$ cat src/rtl/pll_phase_ctrl.sv
// PLL dynamic phase-shift sequencer: drives PHASESEL/PHASEDIR and timed
// active-low PHASESTEP / PHASELOADREG strobes, then waits for PLL lock.
module pll_phase_ctrl #(
  parameter int SETUP_CYC  = 2,
  parameter int PULSE_CYC  = 4,
  parameter int GAP_CYC    = 4,
  parameter int SETTLE_CYC = 16,
  parameter int LOCK_TMO   = 1024
) (
  input  logic       clk,
  input  logic       rst_n,
  input  logic       cmd_valid,
  output logic       cmd_ready,
  input  logic [1:0] cmd_sel,
  input  logic       cmd_dir,
  input  logic       cmd_load,
  input  logic [7:0] cmd_steps,
  input  logic       pll_locked,
  output logic [1:0] phasesel,
  output logic       phasedir,
  output logic       phasestep,
  output logic       phaseloadreg,
  output logic       busy,
  output logic       done,
  output logic       lock_err
);

  typedef enum logic [2:0] {IDLE, SETUP, STROBE, GAP, SETTLE, WAITLK, DONE} state_t;

  localparam int MAX_SP = (SETUP_CYC > PULSE_CYC) ? SETUP_CYC : PULSE_CYC;
  localparam int MAX_GS = (GAP_CYC > SETTLE_CYC) ? GAP_CYC : SETTLE_CYC;
  localparam int MAX_A  = (MAX_SP > MAX_GS) ? MAX_SP : MAX_GS;
  localparam int MAXC   = (MAX_A > LOCK_TMO) ? MAX_A : LOCK_TMO;
  localparam int CW     = (MAXC > 1) ? $clog2(MAXC) : 1;

  typedef logic [CW-1:0] cnt_t;

  // Timed states load duration-1 and leave when the counter reaches zero.
  localparam cnt_t SETUP_LD  = cnt_t'(SETUP_CYC - 1);
  localparam cnt_t PULSE_LD  = cnt_t'(PULSE_CYC - 1);
  localparam cnt_t GAP_LD    = cnt_t'(GAP_CYC - 1);
  localparam cnt_t SETTLE_LD = cnt_t'(SETTLE_CYC - 1);
  localparam cnt_t TMO_LD    = cnt_t'(LOCK_TMO - 1);

  state_t     state, state_nx;
  cnt_t       cnt, cnt_nx;
  logic [7:0] steps_q, steps_nx;
  logic       load_q;
  logic       err_nx;
  logic       lk_meta, lk;
  logic       accept;

  assign cmd_ready = (state == IDLE) && lk;
  assign accept    = cmd_valid && cmd_ready;
  assign busy      = (state != IDLE);
  assign done      = (state == DONE);

  // pll_locked comes from the PLL's own clock domain.
  always_ff @(posedge clk or negedge rst_n) begin
    if (!rst_n) begin
      lk_meta <= 1'b0;
      lk      <= 1'b0;
    end else begin
      // NOTE: non-blocking so both flops sample old values and form a real 2-stage chain.
      lk_meta <= pll_locked;
      lk      <= lk_meta;
    end
  end

  always_comb begin
    // NOTE: every output of this block gets a default first so no latch is inferred.
    state_nx = state;
    cnt_nx   = (cnt != '0) ? cnt - cnt_t'(1) : cnt;
    steps_nx = steps_q;
    err_nx   = lock_err;
    unique case (state)
      IDLE: begin
        cnt_nx = '0;
        if (accept) begin
          err_nx   = 1'b0;
          steps_nx = cmd_steps;
          if (!cmd_load && cmd_steps == 8'd0) begin
            state_nx = DONE;
          end else begin
            state_nx = SETUP;
            cnt_nx   = SETUP_LD;
          end
        end
      end
      SETUP: if (cnt == '0) begin
        state_nx = STROBE;
        cnt_nx   = PULSE_LD;
      end
      STROBE: if (cnt == '0) begin
        steps_nx = (steps_q != 8'd0) ? steps_q - 8'd1 : 8'd0;
        if (load_q || steps_q <= 8'd1) begin
          state_nx = SETTLE;
          cnt_nx   = SETTLE_LD;
        end else begin
          state_nx = GAP;
          cnt_nx   = GAP_LD;
        end
      end
      GAP: if (cnt == '0) begin
        state_nx = STROBE;
        cnt_nx   = PULSE_LD;
      end
      SETTLE: if (cnt == '0) begin
        state_nx = WAITLK;
        cnt_nx   = TMO_LD;
      end
      WAITLK: begin
        if (lk) begin
          state_nx = DONE;
        end else if (cnt == '0) begin
          state_nx = DONE;
          err_nx   = 1'b1;
        end
      end
      DONE:    state_nx = IDLE;
      default: state_nx = IDLE;
    endcase
  end

  always_ff @(posedge clk or negedge rst_n) begin
    if (!rst_n) begin
      state <= IDLE;
      cnt   <= '0;
    end else begin
      state <= state_nx;
      cnt   <= cnt_nx;
    end
  end

  // Strobes are registered from the next state so the PLL sees glitch-free edges.
  always_ff @(posedge clk or negedge rst_n) begin
    if (!rst_n) begin
      steps_q      <= 8'd0;
      load_q       <= 1'b0;
      lock_err     <= 1'b0;
      phasesel     <= 2'd0;
      phasedir     <= 1'b1;
      phasestep    <= 1'b1;
      phaseloadreg <= 1'b1;
    end else begin
      steps_q      <= steps_nx;
      lock_err     <= err_nx;
      if (accept) begin
        phasesel <= cmd_sel;
        phasedir <= cmd_dir;
        load_q   <= cmd_load;
      end
      phasestep    <= !(state_nx == STROBE && !load_q);
      phaseloadreg <= !(state_nx == STROBE && load_q);
    end
  end

endmodule

$ cat config.mk
export PLATFORM = sky130hd
export DESIGN_NAME = pll_phase_ctrl
export DESIGN_NICKNAME = d
export VERILOG_FILES = /design/src/rtl/pll_phase_ctrl.sv
export SDC_FILE = /design/constraint.sdc
export NUM_CORES = 1
export LEC_CHECK = 0
export ABC_CLOCK_PERIOD_IN_PS = 3550
export CORE_ASPECT_RATIO = 0.5
export CORE_MARGIN = 10
export CORE_UTILIZATION = 55
export CTS_CLUSTER_DIAMETER = 80
export DETAILED_ROUTE_END_ITERATION = 10
export GPL_TIMING_DRIVEN = 0
export PLACE_DENSITY = 0.87
export SYNTH_ARGS = -nofsm -noshare
export SYNTH_HDL_FRONTEND = slang
export SYNTH_SLANG_ARGS = --single-unit
$ cat constraint.sdc
create_clock -name clk -period 3.55 [get_ports clk]
set_input_delay 0.5325 -clock clk [delete_from_list [all_inputs] [get_ports clk]]
set_output_delay 0.5325 -clock clk [all_outputs]
set_load 0.05 [all_outputs]
==> results.yml <==
outcome:
  status: "finished, final reports clean"
synth:
  synth_cell_type_count: 53
  avgSynthCellArea_sq_um: 8.97
  synth_nets: 231
  ys_seq_elements: 30
  ys_seq_area_share_pct: 40.3
  yosys.area.top_type_share_pct: 36.0
  synth_area_sq_um: 1870
  synth_edf_count: 0
  synth-main-ff-cell: "dfrtp_1"
  synth_cells: 209
  async_reset_ff_share_pct: 100
  ys_warn_count: 0
  yosysTopAreaCell: "dfrtp_1"
  netlist_top_cells_area: "dfrtp_1 (36%), dfstp_2 (4.2%), ha_1 (4.0%), nor3_1 (3.7%), nand2_1 (3.6%)"
route:
  drc: 0
  finalWirelength_mm: 4.91
  avgViaCountPerCell: 6.49
  vias: 1824
  ant_nets: 0
  drt_iter0_drc: 166
  drt-pass1-iter-count: 4
  avgRoutedWirePerCell_um: 17.5
setup_path:
  required_ps: 3020
  arrival_ps: 2600
  critPathCaptureType: "primary output"
  startpoint_type: "flop"
  criticalPathCategory: "reg2out"
  path_max_fanout: 10
floorplanning:
  die_height_um: 61.3
  design.portCount: 25
  core_sq_um: 3140
  rows: 14
  initial_core_util_pct: 59.8
  fp.dieW_um: 103
  dieArea_sq_um: 6280
clocking:
  htree_num_levels: 2
  holdBufCountCts: 0
  post_cts_resized: 0
  clockBufferDepth: 2
  cts-root-buf: "clkbuf_8"
  clkTransAtPathRegs_ps: 60
  clock-sinks: 30
  cts_setup_buffers: 0
  tritoncts: "yes"
  cts_buffers: 5
  clock_latency_ps: 290
power_and_ir_drop:
  leakagePower_nw: 0.925
  power.ir.vdd_worst_mv: 0.466
  powerDensity_nw_per_um2: 931
layout:
  diodes: 0
  instances_no_fill: 281
  syn_to_final_growth_pct: 19.5
  utilization_pct: 71.4
  final_nets: 262
  layout-drive-gt1-share_pct: 10.8
  stdcell_area_sq_um: 2240
  final_common_cell: "dfrtp_1"
  layout_common_cells: "dfrtp_1 (27), clkdlybuf4s50_1 (23), nor2_1 (18), nand2_1 (18), inv_1 (16)"
placed_design:
  io_buffers: 24
  hpwl_mm: 3.57
  dpl-instance-area_sq_um: 2160
  gp_congestion: 0.915
  dp_cells: 273
sta:
  holdWs_ps: 285
  period_minus_slack_ps: 3130
  fin_skew_ps: 6.09
  relSlewSlack_pct: 36.6
  hold_violations: 0
  setup-tns-final_ps: 0
  fin_crit_sh_pct: 88.3
  grt_setup_unrepaired: "false"
  worst_pin_slew_ps: 944
  slew_violations: 0
  setup_viol: 0
  clock.fmax_mhz: 319
global_routing:
  antenna_found_initial: 0
  grtUsageTotal_pct: 16.2
  grt.overflow.total: 0
  first_global_vias: 1788
  grt_pass1_wl_mm: 8.20
  grt_max_degree: 31
flow_run:
  maxCapViolCount: 0
hold_path:
  hold_class: "in2async"
## kinds of logic (layout without fill, tap and decap cells)
family                     after synthesis  count (layout)  share of synthesized area, %
and+or+nand+nor                         83              83                          22.8
AOI/OAI and AO/OA                       60              60                          24.0
DFF                                     30              30                          40.3
buffers and inverters                   26              58                          6.47
adders and majority gates                7               7                          4.54
muxes                                    2               2                          1.40
xor gates and xnor gates                 1               1                         0.467
## report_power, final
part / internal (mW) / total [mW] / switching (mW)
registers: 0.493 / 0.629 / 0.136
logic: 0.450 / 1.19 / 0.739
clock network: 0.139 / 0.267 / 0.128
total: 1.08 / 2.09 / 1.00
## Yosys cell counts, drive strengths merged (5+ instances only)
| library cell | number |
|---|---|
| nand3 | 5 |
| clkbuf | 6 |
| nor2 | 18 |
| o2bb2ai | 5 |
| o22ai | 6 |
| a32oi | 6 |
| nand2 | 18 |
| a21oi | 6 |
| dfrtp | 27 |
| o21ai | 8 |
| nor3 | 14 |
| nand4 | 5 |
| ha | 6 |
| inv | 16 |
## state kept, by name (all words and copies together) (netlist names)
signal and flops:
phasestep 1, lock_err 1, lk 1, phasesel 2
phaseloadreg 1, load_q 1, cnt 10, phasedir 1
lk_meta 1, state 3, steps_q 8
## cell type report
class	count	area [sq um]
clock buffer	8	80.1
sequential	30	754
timing repair buffer	24	235
tap	40	50.0
multi-input combinational	153	998
inverter	16	60.1
buffer	10	61.3
fill	226	896
## worst max-delay path: stages, from the launching register on
cell	delay (ps)
dfrtp_1	370
clkbuf_1	190
nor3_1	730
and2_1	220
clkdlybuf4s50_1	800
## stage by stage
| step | setup slack (ps) | power (mW) |
|---|---|---|
| 5_1_grt | 282 | 2.24 |
| 2_1_floorplan | 964 | 1.48 |
| 3_3_place_gp | 653 | 1.75 |
| 6_report | 416 | 2.09 |
| 3_5_place_dp | 652 | 1.80 |
| 4_1_cts | 399 | 2.07 |
## routing by layer
layer  up-vias  wire length (um)  global-route usage, %
met5         -                 0                      0
met4         0                86                   6.57
met3        10               297                   4.13
met2        75              2360                   27.9
met1       881              2170                   19.3
li1        858                 -                      -
## worst paths after layout
path                                    start                      end  slack [ps]  cells after the start
setup / recovery           state[1]$_DFF_PN0_                cmd_ready         420                      4
hold / removal                          rst_n   steps_q[3]$_DFFE_PN0P_         290                      1
setup reg to reg             cnt[0]$_DFF_PN0_         cnt[0]$_DFF_PN0_         590                      9
hold reg to reg             lk_meta$_DFF_PN0_             lk$_DFF_PN0_         360                      0
max in group asynchronous               rst_n  phasesel[1]$_DFFE_PN0P_        2810                      1
min in group clk            lk_meta$_DFF_PN0_             lk$_DFF_PN0_         360                      0
(Power assumes the default switching activity.)
